## src/rtl/palette_pkg.sv

```systemverilog
// Shared constants for the palette lookup: the power-on palette and a helper
// that adapts each default entry to the configured colour width.
package palette_pkg;

    localparam int DEFAULT_COUNT = 14;
    localparam int DEFAULT_W     = 9;
    localparam int MAX_COLOR_W   = 32;

    localparam logic [DEFAULT_W-1:0] DEFAULT_PALETTE [DEFAULT_COUNT] = '{
        9'h000, 9'h00B, 9'h027, 9'h078, 9'h0CF, 9'h124, 9'h1C0,
        9'h1CC, 9'h1E0, 9'h1E4, 9'h1E7, 9'h1F4, 9'h1F8, 9'h1FF
    };

    // Wider colours pad zeros below the RGB333 bits; narrower ones drop LSBs.
    function automatic logic [MAX_COLOR_W-1:0] default_entry(input int idx, input int colorW);
        logic [MAX_COLOR_W-1:0] base;
        base = '0;
        if (idx >= 0 && idx < DEFAULT_COUNT) begin
            base = MAX_COLOR_W'(DEFAULT_PALETTE[idx[3:0]]);
        end
        if (colorW >= DEFAULT_W) begin
            default_entry = base << (colorW - DEFAULT_W);
        end else begin
            default_entry = base >> (DEFAULT_W - colorW);
        end
    endfunction

endpackage

```

## src/rtl/palette_cycler.sv

```systemverilog
// Frame-tick divider for palette colour cycling; emits a one-cycle rotate
// strobe every CYCLE_DIV ticks. A commit clears the divider and suppresses the step.
module palette_cycler
    import palette_pkg::*;
#(
    parameter int CYCLE_DIV = 8
) (
    input  logic i_clk,
    input  logic i_rst_n,
    input  logic i_frame_tick,
    input  logic i_commit,
    output logic o_rotate
);

    localparam int DIV_W = (CYCLE_DIV > 1) ? $clog2(CYCLE_DIV) : 1;
    localparam logic [DIV_W-1:0] DIV_LAST = DIV_W'(CYCLE_DIV - 1);

    logic [DIV_W-1:0] div_q;
    logic [DIV_W-1:0] div_d;

    assign o_rotate = i_frame_tick && !i_commit && (div_q == DIV_LAST);

    always_comb begin
        div_d = div_q;
        if (i_commit) begin
            div_d = '0;
        end else if (i_frame_tick) begin
            if (div_q == DIV_LAST) begin
                div_d = '0;
            end else begin
                div_d = div_q + DIV_W'(1);
            end
        end
    end

    always_ff @(posedge i_clk) begin
        if (!i_rst_n) begin
            div_q <= '0;
        end else begin
            div_q <= div_d;
        end
    end

endmodule

```

## src/rtl/palette_lut.sv

```systemverilog
// Double-banked programmable palette: writes land in a shadow bank that is
// copied to the active bank on commit. Define PALETTE_LUT_CYCLE_EN for colour cycling.
module palette_lut
    import palette_pkg::*;
#(
    parameter int INDEX_W   = 4,
    parameter int COLOR_W   = 9,
    parameter int CYCLE_LO  = 2,
    parameter int CYCLE_HI  = 4,
    parameter int CYCLE_DIV = 8
) (
    input  logic               i_clk,
    input  logic               i_rst_n,
    input  logic               i_pix_valid,
    input  logic [INDEX_W-1:0] i_pix_index,
    output logic               o_pix_valid,
    output logic [COLOR_W-1:0] o_color,
    input  logic               i_wr_valid,
    output logic               o_wr_ready,
    input  logic [INDEX_W-1:0] i_wr_index,
    input  logic [COLOR_W-1:0] i_wr_color,
    input  logic               i_commit,
    input  logic               i_frame_tick,
    output logic               o_dirty
);

    localparam int DEPTH = 1 << INDEX_W;

    logic [COLOR_W-1:0] resetPalette [DEPTH];
    logic [COLOR_W-1:0] active_q [DEPTH];
    logic [COLOR_W-1:0] active_d [DEPTH];
    logic [COLOR_W-1:0] shadow_q [DEPTH];
    logic [COLOR_W-1:0] shadow_d [DEPTH];
    logic [COLOR_W-1:0] color_q;
    logic               pixValid_q;
    logic               dirty_q;
    logic               dirty_d;
    logic               wrAccept;

    for (genvar g = 0; g < DEPTH; g++) begin : gen_reset_palette
        localparam logic [MAX_COLOR_W-1:0] ENTRY = default_entry(g, COLOR_W);
        assign resetPalette[g] = ENTRY[COLOR_W-1:0];
    end

    // Writes are refused during a commit so the copy always sees a stable shadow.
    assign o_wr_ready = i_rst_n && !i_commit;
    assign wrAccept   = i_wr_valid && o_wr_ready;

`ifdef PALETTE_LUT_CYCLE_EN
    logic rotateStep;

    palette_cycler #(
        .CYCLE_DIV (CYCLE_DIV)
    ) u_cycler (
        .i_clk        (i_clk),
        .i_rst_n      (i_rst_n),
        .i_frame_tick (i_frame_tick),
        .i_commit     (i_commit),
        .o_rotate     (rotateStep)
    );
`else
    localparam int unusedCycleCfg = CYCLE_LO + CYCLE_HI + CYCLE_DIV;
    logic unusedFrameTick;
    assign unusedFrameTick = i_frame_tick;
`endif

    always_comb begin
        shadow_d = shadow_q;
        if (wrAccept) begin
            shadow_d[i_wr_index] = i_wr_color;
        end
    end

    always_comb begin
        active_d = active_q;
        if (i_commit) begin
            active_d = shadow_q;
        end
`ifdef PALETTE_LUT_CYCLE_EN
        else if (rotateStep) begin
            for (int k = CYCLE_LO; k < CYCLE_HI; k++) begin
                active_d[k] = active_q[k + 1];
            end
            active_d[CYCLE_HI] = active_q[CYCLE_LO];
        end
`endif
    end

    always_comb begin
        dirty_d = dirty_q;
        if (i_commit) begin
            dirty_d = 1'b0;
        end else if (wrAccept) begin
            dirty_d = 1'b1;
        end
    end

    always_ff @(posedge i_clk) begin
        if (!i_rst_n) begin
            active_q   <= resetPalette;
            shadow_q   <= resetPalette;
            dirty_q    <= 1'b0;
            pixValid_q <= 1'b0;
            color_q    <= '0;
        end else begin
            active_q   <= active_d;
            shadow_q   <= shadow_d;
            dirty_q    <= dirty_d;
            pixValid_q <= i_pix_valid;
            color_q    <= active_q[i_pix_index];
        end
    end

    assign o_pix_valid = pixValid_q;
    assign o_color     = color_q;
    assign o_dirty     = dirty_q;

endmodule
```

## config.mk

```make
export PLATFORM = sky130hd
export DESIGN_NAME = palette_lut
export DESIGN_NICKNAME = d
export VERILOG_FILES = /design/src/rtl/palette_pkg.sv /design/src/rtl/palette_cycler.sv /design/src/rtl/palette_lut.sv
export SDC_FILE = /design/constraint.sdc
export NUM_CORES = 1
export LEC_CHECK = 0
export ABC_AREA = 1
export BUFFER_PORTS_ARGS = -buffer_cell sky130_fd_sc_hd__buf_4
export CELL_PAD_IN_SITES_DETAIL_PLACEMENT = 0
export CELL_PAD_IN_SITES_GLOBAL_PLACEMENT = 1
export CORE_MARGIN = 1
export CORE_UTILIZATION = 49
export CTS_CLUSTER_SIZE = 24
export DETAILED_ROUTE_END_ITERATION = 16
export GPL_ROUTABILITY_DRIVEN = 0
export HOLD_SLACK_MARGIN = 0.15
export PLACE_DENSITY = 0.95
export SLEW_MARGIN = 20
export SYNTH_ARGS = -nofsm -noshare
export SYNTH_HDL_FRONTEND = slang
export SYNTH_SLANG_ARGS = --single-unit
```

## constraint.sdc

```tcl
create_clock -name i_clk -period 2.7 [get_ports i_clk]
set_input_delay 0.405 -clock i_clk [delete_from_list [all_inputs] [get_ports i_clk]]
set_output_delay 0.405 -clock i_clk [all_outputs]
set_load 0.02 [all_outputs]
```

==> results of run 1 <==
-- worst register-to-register path, stage by stage (launching register included) --
cell	delay, ns
dfxtp_1	0.30
inv_1	0.04
nand2_1	0.08
nand3_1	0.13
nand3_1	0.17
nand3_1	0.15
a21oi_1	0.24
-- through the flow --
stage                     cells  worst slack, ns  utilization [%]
after floorplan            1612             1.28                -
after global placement     1873            0.674             51.9
after detailed placement   1873            0.641             51.9
after CTS                  1932            0.664             56.1
after global routing       1932            0.532             56.1
final                      1932            0.631             56.1
-- synth_stat cells --
| cell | n | area (um2) |
|---|---|---|
| buf_4 | 2 | 15.0 |
| o21ai_0 | 73 | 365 |
| nor2_1 | 192 | 721 |
| dfxtp_1 | 299 | 5990 |
| inv_4 | 1 | 6.26 |
| nor2_8 | 1 | 20.0 |
| nand3_1 | 184 | 921 |
| nand4_4 | 10 | 213 |
| clkbuf_1 | 68 | 255 |
| clkinv_2 | 5 | 25.0 |
| buf_1 | 19 | 71.3 |
| nand2_1 | 279 | 1050 |
| inv_1 | 141 | 529 |
| nand4_2 | 2 | 25.0 |
| inv_2 | 22 | 82.6 |
| a21oi_1 | 145 | 726 |
| o21ai_1 | 150 | 751 |
| buf_2 | 12 | 60.1 |
| nand2_4 | 5 | 56.3 |
| buf_12 | 1 | 20.0 |
| clkinv_1 | 1 | 3.75 |
-- layer usage --
metal | up-vias | track usage [%]
met5 | - | 0
met4 | 0 | 7.58
met3 | 48 | 3.56
met2 | 306 | 40.9
met1 | 4830 | 36.8
li1 | 5162 | -
-- cells by family (layout without fill, tap and decap cells) --
logic type,Yosys count,count (layout),synth area share (%)
AND/OR/NAND/NOR,673,673,25.2
buffers and inverters,272,273,8.98
flip-flops,299,299,50.3
AO/OA/AOI/OAI,368,368,15.5
-- power by group --
part	switching [W]	internal [W]	leakage, nW
combinational	0.000575	0.000235	3.10
clock	0.00168	0.00237	0.465
sequential	0.0000369	0.00455	2.44
total	0.00229	0.00715	6.01
-- path summary, 6_finish.rpt --
path                       start      endpoint  slack [ns]  cells after the start
setup reg to reg    active_q[39]    o_color[3]        1.50                      6
hold / removal    i_pix_index[3]    o_color[6]        0.26                      3
setup / recovery        i_commit   shadow_q[8]        0.63                      9
hold reg to reg     active_q[45]  active_q[45]        0.45                      2
-- sequential cells by signal, indices dropped and copies added (netlist names) --
register     cells
o_dirty          1
o_pix_valid      1
shadow_q       144
active_q       144
o_color          9
-- final cells by class --
type / count / area, um2
Tap cell: 319 / 399
Multi-Input combinational cell: 1041 / 4840
Clock buffer: 52 / 915
Timing Repair Buffer: 48 / 424
Sequential cell: 299 / 5990
Clock inverter: 3 / 40.0
Inverter: 170 / 649
Fill cell: 2293 / 10400
-- what timing repair did --
action                                  CTS  global route
endpoints found under the hold margin     5             0
endpoints found under the setup margin    0             0
hold buffers                              4             0
==> run metrics, run 1 <==
Vias=10.3k; core area=~24000 um2; initial cell density of the core=a little over 50%; FP Rows=56; Remaining Overflow, GRT=0; Min Hold Slack=roughly 0.26 ns; Mapped Cells=around 1.6k; number of remaining DRC errors=0; Critical Path Most Common Cell=nor2_1; initial antenna violation count=0; post-CTS setup buffers=0; DPL Wire Length=roughly 18000 um; chip height=roughly 160 um; 1st-iter DRT viols=roughly 970; Static Leakage=approximately 6 nW; most frequent cells in the layout=dfxtp_1, nand2_1, nor2_1; Ant. Diodes=0; largest fanout on the critical path=13; Reg clk slew, reported paths=~0.06 ns; worst path required time=roughly 3.2 ns; Final Critical Period=2.07 ns; Final Hold Viols=0; H-tree levels=1; Max-slew headroom=between 20 and 30%; IO Count=35; max-cap viol count=0; status=finished clean; PD cells=a little over 700 nW/um2; Seq/Total Area, Yosys=50.3%; vias in the first global route=about 9.2k; Die Area=24900 um2; Nets=about 1.6k; Syn. warnings=0; RSZ-0062 raised after global routing=no; DR vias/cell=around 5.4; cell breakdown of the critical path=dlygate4sd3_1 -> buf_4 -> inv_4 -> nand2_4 -> nor2_8 -> nand4_2 -> inv_2 -> nor2_1 -> nor2_1; synthesized area per cell=between 7 and 8 um2; CP delay by family, top=buffers and inverters; DR pass1 iterations=5; commonest non-fill, non-tap cell in the layout=dfxtp_1; Peak Freq=between 400 and 500 MHz; fraction of layout cells with a size suffix above 1=just over 8%; number of port buffers=33; cts repair resizes=0; crit path kind=in -> reg; Worst VDD drop=between 300 and 400 uV; WL met2=roughly 14000 um; Post-DP Area=~12000 um2; CTS Sinks=approximately 300; largest net degree at the start of global routing=approximately 150; final setup vio count=0; top sig layer=met4; Max Transition Viols Final=0; Fin Clk Skew=approximately 0.012 ns; met3 WL=around 1900 um; final wirelength=approximately 32000 um; GRT Overall Usage=about a quarter; Detail Route Antenna Nets=0; data arrival time of the worst path=between 2 and 3 ns; Tightest Pin Transition=approximately 1.1 ns; design area=around 13000 um2; class of the worst hold path=in -> reg; overall power=approximately 0.0094 W; Yosys cell types=21; Startpoint Class=primary input; crit share post-route=between 70% and 80%; first-pass GRT wire length=~50000 um; synthesized area=around 12000 um2; wire per inst=between 15 and 20 um; crit path buf inv count=4; clk buf depth=3; #FFs+latches synth=299; CTS tree=done; die width=approximately 160 um; CP max stage cell=dlygate4sd3_1; Root Buffer Master=clkbuf_16; crit path capture type=flip-flop; DRT met1 WL=~15000 um; CTS Buf Count=31; clk_lat worst skew=approximately 0.56 ns; synthesis-to-layout area growth=11.4%; TNS Setup=0 ns; syn nets=about 1.6k; CP max stage delay=0.54 ns
(Power assumes the default switching activity.)
==> run 2: changes to the inputs <==
--- a/config.mk
+++ b/config.mk
@@ -10,12 +10,12 @@
 export CELL_PAD_IN_SITES_DETAIL_PLACEMENT = 0
 export CELL_PAD_IN_SITES_GLOBAL_PLACEMENT = 1
 export CORE_MARGIN = 1
-export CORE_UTILIZATION = 49
+export CORE_UTILIZATION = 41
 export CTS_CLUSTER_SIZE = 24
 export DETAILED_ROUTE_END_ITERATION = 16
 export GPL_ROUTABILITY_DRIVEN = 0
 export HOLD_SLACK_MARGIN = 0.15
-export PLACE_DENSITY = 0.95
+export PLACE_DENSITY = 0.87
 export SLEW_MARGIN = 20
 export SYNTH_ARGS = -nofsm -noshare
 export SYNTH_HDL_FRONTEND = slang
==> constraint.sdc (replaced) <==
create_clock -name i_clk -period 1.88 [get_ports i_clk]
set_input_delay 0.282 -clock i_clk [delete_from_list [all_inputs] [get_ports i_clk]]
set_output_delay 0.282 -clock i_clk [all_outputs]
set_load 0.02 [all_outputs]
==> run 2 against run 1 <==
  * Via count shrank 2.0%
  * Setup slack lost 0.38 ns
  * Sequential power grew 43%
  * Non-clock buffer count grew 17
  * Largest cell class unchanged
==> run metrics, run 2 (synthesized netlist as in run 1, its figures left out) <==
Post-Place Setup Slack=0.125 ns; max-cap viol count=0; cts-stage hold buffer count=13; internal power=~0.011 W; CTS Sinks=about 300; status=finished clean; post-CTS setup buffers=0; Root Buffer Master=clkbuf_16; wire per inst=between 15 and 20 um; NetSw=about 0.0034 W; 1st-iter DRT viols=between 800 and 900; initial antenna violation count=0; Peak Freq=614 MHz; CTS tree=done; Final Critical Period=roughly 1.6 ns; Die Area=between 20000 and 30000 um2; Startpoint Class=primary input; data arrival time of the worst path=between 2 and 2.5 ns; clk_lat worst skew=between 0.5 and 0.6 ns; cts repair resizes=0; synthesis-to-layout area growth=15.0%; Static Leakage=between 6 and 7 nW; Tightest Pin Transition=0.812 ns; CTS Buf Count=31; die width=between 150 and 200 um; vias in the first global route=~9.1k; Final Hold Viols=0; fraction of layout cells with a size suffix above 1=under 10%; Max-slew headroom=45.9%; IO Count=35; crit path capture type=flip-flop; FP Rows=61; final setup margin=~0.25 ns; worst path required time=around 2.4 ns; Vias=slightly above 10k; TNS Setup=0 ns; Detail Route Antenna Nets=0; Reg clk slew, reported paths=0.06 ns; H-tree levels=1; final wirelength=roughly 31000 um; most frequent cells in the layout=dfxtp_1, nand2_1, nor2_1; DR pass1 iterations=5; Max Transition Viols Final=0; Sw Share=24.0%; Fin Clk Skew=roughly 0.0074 ns; chip height=172 um; Ant. Diodes=0; Clk pwr share=between 40 and 50%; crit share post-route=between 80% and 90%; number of remaining DRC errors=0; Post-DP Area=between 10000 and 15000 um2; commonest non-fill, non-tap cell in the layout=dfxtp_1; Remaining Overflow, GRT=0; Comb power frac=8.4%; class of the worst hold path=in -> reg; clk buf depth=3; first-pass GRT wire length=between 50000 and 60000 um; core area=approximately 28000 um2; GRT Overall Usage=between 20% and 30%; number of port buffers=33; largest fanout on the critical path=10; final setup vio count=0; largest net degree at the start of global routing=approximately 150; PD cells=1040 nW/um2; Min Hold Slack=roughly 0.21 ns; DR vias/cell=approximately 5.0; overall power=0.0142 W; design area=13700 um2; DPL Wire Length=about 19000 um; initial cell density of the core=~42%; Worst VDD drop=between 400 and 500 uV; RSZ-0062 raised after global routing=no; Nets=1631; sequential power share=a little under half; crit path kind=in -> reg
run 2: metal layers:
metal  global-route usage [%]  up-vias  wire (um)
met5                        0        -          0
met4                     5.43        0        562
met3                     2.45       33       1520
met2                     34.9      232      14300
met1                     30.8     4668      15100
li1                         -     5211          -
run 2: path summary, 6_finish.rpt:
path                                   start  depth (start not counted)  slack [ns]            end
worst max register to register  active_q[37]                          6        0.70     o_color[1]
worst min-delay path                 i_rst_n                          3        0.21   shadow_q[51]
worst min register to register  active_q[24]                          2        0.45   active_q[24]
worst max-delay path              i_wr_valid                          8        0.25  shadow_q[142]
run 2: through the flow:
step	instances	utilization (%)
after floorplan	1612	-
after global placement	1940	44.2
after detailed placement	1940	44.2
after CTS	2011	48.6
after global routing	2011	48.6
final	2011	48.6
run 2: final cells by class:
type                            instances  area, um2
Inverter                              170        649
Fill cell                            2788      14500
Sequential cell                       299       5990
Timing Repair Buffer                   65        637
Clock buffer                           44        915
Multi-Input combinational cell       1041       4840
Tap cell                              378        473
Clock inverter                         14        174
run 2: power by group through the flow:
| stage | clock, W | combinational (W) | sequential (W) |
|---|---|---|---|
| detailed placement | 0 | 0.00117 | 0.00672 |
| global route | 0.00683 | 0.00133 | 0.00660 |
| global placement | 0 | 0.00116 | 0.00672 |
| finish | 0.00645 | 0.00120 | 0.00658 |
| floorplan | 0 | 0.000761 | 0.00674 |
| CTS | 0.00656 | 0.00120 | 0.00658 |
run 2: worst max-delay path, stage by stage:
cell,delay [ns]
dlygate4sd3_1,0.53
buf_4,0.11
inv_1,0.08
nor2_8,0.28
nand4_2,0.37
inv_2,0.30
nor2_1,0.06
nor2_1,0.11
==> run 3: changes to the inputs <==
--- a/config.mk
+++ b/config.mk
@@ -5,17 +5,17 @@
 export SDC_FILE = /design/constraint.sdc
 export NUM_CORES = 1
 export LEC_CHECK = 0
-export ABC_AREA = 1
+export ABC_CLOCK_PERIOD_IN_PS = 1880
 export BUFFER_PORTS_ARGS = -buffer_cell sky130_fd_sc_hd__buf_4
 export CELL_PAD_IN_SITES_DETAIL_PLACEMENT = 0
 export CELL_PAD_IN_SITES_GLOBAL_PLACEMENT = 1
 export CORE_MARGIN = 1
-export CORE_UTILIZATION = 41
+export CORE_UTILIZATION = 45
 export CTS_CLUSTER_SIZE = 24
 export DETAILED_ROUTE_END_ITERATION = 16
 export GPL_ROUTABILITY_DRIVEN = 0
 export HOLD_SLACK_MARGIN = 0.15
-export PLACE_DENSITY = 0.87
+export PLACE_DENSITY = 0.88
 export SLEW_MARGIN = 20
 export SYNTH_ARGS = -nofsm -noshare
 export SYNTH_HDL_FRONTEND = slang
==> run 3 against run 2 <==
  * Sequential share of layout area fell by 3.0 points
  * Final area is 7.3% higher
  * Global-route usage grew 1.3 points
  * Clock-buffer cell count increased by 5
  * First-iteration DRC count increased by 30%
  * Clock power fell by 4.2%
  * Clock skew is 0.00080 ns lower
  * Flip-flop and latch count unchanged
  * Final cell count shrank 19%
  * Critical path depth down 2
  * Setup slack got worse by 0.049 ns
  * Routed wire length up 11%
==> run metrics, run 3 <==
sequential power share=a little under half; hold path endpoint=shadow_q[91]; final setup vio count=0; Mapped Cells=approximately 1.3k; R2R Setup Slk=0.54 ns; largest fanout on the critical path=72; FF-to-FF End=o_color[3]; PD cells=around 940 nW/um2; Comb power frac=8.5%; chip height=173 um; Remaining Overflow, GRT=0; largest family of logic cells by synthesized area=multiplexers; GR Layer Usage met1=33.3%; die width=173 um; 1st-iter DRT viols=roughly 1.1k; syn nets=1302; core area=about 29000 um2; mux cell area share after synthesis=18.5%; synthesized area=roughly 13000 um2; EDFF count, synth=0; Nets=~1.2k; number of remaining DRC errors=0; ys async rst share=0%; Yosys cell types=38; Reg-to-Reg Start=active_q[48]; wire per inst=21.3 um; NetSw=around 0.0033 W; cell taking the most area after synthesis=dfxtp_1; Seq/Total Area, Yosys=between 40% and 50%; first-pass GRT wire length=~56000 um; class of the worst hold path=in -> reg; final wirelength=roughly 35000 um; crit share post-route=between 80% and 90%; commonest non-fill, non-tap cell in the layout=dfxtp_1; DR vias/cell=approximately 6.3; fraction of layout cells with a size suffix above 1=between 10 and 15%; DR pass1 iterations=5; Ant. Diodes=0; Post-Synth Adder-Cell Area=0%; TNS Setup=0 ns; largest net degree at the start of global routing=around 120; worst path required time=approximately 2.3 ns; GRT busiest layer=met2; Worst VDD drop=701 uV; Reg clk slew, reported paths=0.06 ns; #FFs+latches synth=~300; clk_lat worst skew=between 0.5 and 0.6 ns; Final Critical Period=between 1.5 and 2 ns; number of port buffers=33; hold_sp=i_commit; synth top area cells=dfxtp_1, mux2i_1, mux4_2; Detail Route Antenna Nets=0; synthesized area per cell=roughly 10 um2; H-tree levels=1; Fillers=between 2k and 3k; crit path capture type=flip-flop; Synth top area share=between 40 and 50%; Max-slew headroom=roughly 55%; Critical Path Source=i_wr_index[1]; GR met2 Demand/Resource=~36%; GRT Overall Usage=23.0%; internal power=around 0.010 W; initial cell density of the core=a little under half; Die Area=a little under 30000 um2; data arrival time of the worst path=2.07 ns; Syn. warnings=0; Max Transition Viols Final=0; simple-gate share of the synthesized area=13.6%; Sw Share=around a quarter; Peak Freq=between 500 and 600 MHz; RSZ-0062 raised after global routing=no; worst hold path cell count=4; compound-gate portion of the synthesized area=between 10% and 20%; Fin Clk Skew=0.00662 ns; crit path kind=in -> reg; post-CTS setup buffers=0; most common library cells after synthesis=dfxtp_1, mux2i_1, nor2b_1; Clk pwr share=about 45%; Core Util, Final=between 50% and 60%; Startpoint Class=primary input; Vias=about 10k; DPL Wire Length=17400 um; most frequent cells in the layout=dfxtp_1, mux2i_1, nor2b_1; Root Buffer Master=clkbuf_16; vias in the first global route=just over 10k; Static Leakage=roughly 5.2 nW; CTS Sinks=299; synthesis-to-layout area growth=11.9%; max-cap viol count=0; R2R depth=3; initial antenna violation count=0; M3 GR Usage=about 2.6%; cts repair resizes=0; Primary FF master, synth=dfxtp_1; cts-stage hold buffer count=15; top-count cell post-synth=dfxtp_1; Final Hold Viols=0; IO Count=35; CTS tree=done; FP Rows=62; Tightest Pin Transition=0.676 ns; clk buf depth=3; CTS Buf Count=30; xor/xnor cell area share of the yosys netlist=0%; status=finished clean
run 3: changes by cell type in the layout (fill, tap and decap cells not counted), moves of 31 or more:
cell / change
a21oi_1: -144
nand3_1: -184
mux2i_1: +160
nor2_1: -192
a31oi_1: +65
mux4_2: +31
nor2b_1: +81
nand2_1: -213
o21ai_1: -132
inv_1: -141
a21boi_0: +64
nand4_1: +79
nor4_1: +65
o31ai_1: +79
run 3: final cells by class:
cell class / count / area (um2) / share of cell area [%]
multi-input cells: 807 / 6240 / 42.5
flip-flops and latches: 299 / 5990 / 40.8
clock buffers: 49 / 953 / 6.50
repair buffers: 85 / 923 / 6.29
well taps: 384 / 480 / 3.27
clock inverters: 7 / 85.1 / 0.580
inverters: 1 / 3.75 / 0.0256
run 3: metrics by stage:
step / instances / setup WS, ns / total power (W) / instance area (um2) / hold WS (ns)
detailed placement: 1561 / 0.198 / 0.00766 / 13500 / 0.455
floorplan: 1279 / 0.477 / 0.00730 / 13100 / 0.392
global placement: 1561 / 0.215 / 0.00765 / 13500 / 0.446
CTS: 1632 / 0.226 / 0.0138 / 14700 / 0.157
finish: 1632 / 0.201 / 0.0137 / 14700 / 0.170
global route: 1632 / 0.156 / 0.0142 / 14700 / 0.182
run 3: how the worst max path moves through the flow:
stage,cells after the start,endpoint
after floorplan,4,o_wr_ready
after global placement,5,o_color[2]
after detailed placement,5,o_color[2]
after CTS,4,o_wr_ready
after global routing,6,shadow_q[131]
final,6,shadow_q[60]
run 3: power by group through the flow:
stage	Combinational [W]	Clock, W	Sequential (W)
after global placement	0.00112	0	0.00653
after detailed placement	0.00112	0	0.00653
final	0.00117	0.00618	0.00639
after floorplan	0.000754	0	0.00655
after CTS	0.00115	0.00625	0.00639
after global routing	0.00122	0.00655	0.00639
run 3: cells by family after synthesis:
| logic type | Yosys count |
|---|---|
| mux | 196 |
| flops | 299 |
| buf+inv | 173 |
| simple gates | 310 |
| compound gates | 301 |
run 3: critical path, cell delays in order:
cell and delay (ns):
dlygate4sd3_1 0.54, buf_4 0.16, or2_2 0.30, buf_12 0.23, nor4_1 0.38, o21ai_0 0.14
run 3: metal layers:
metal  vias up  wire (um)
met3        49       2170
met4         0        694
met5         -          0
met2       372      15800
met1      5166      16100
li1       4660          -
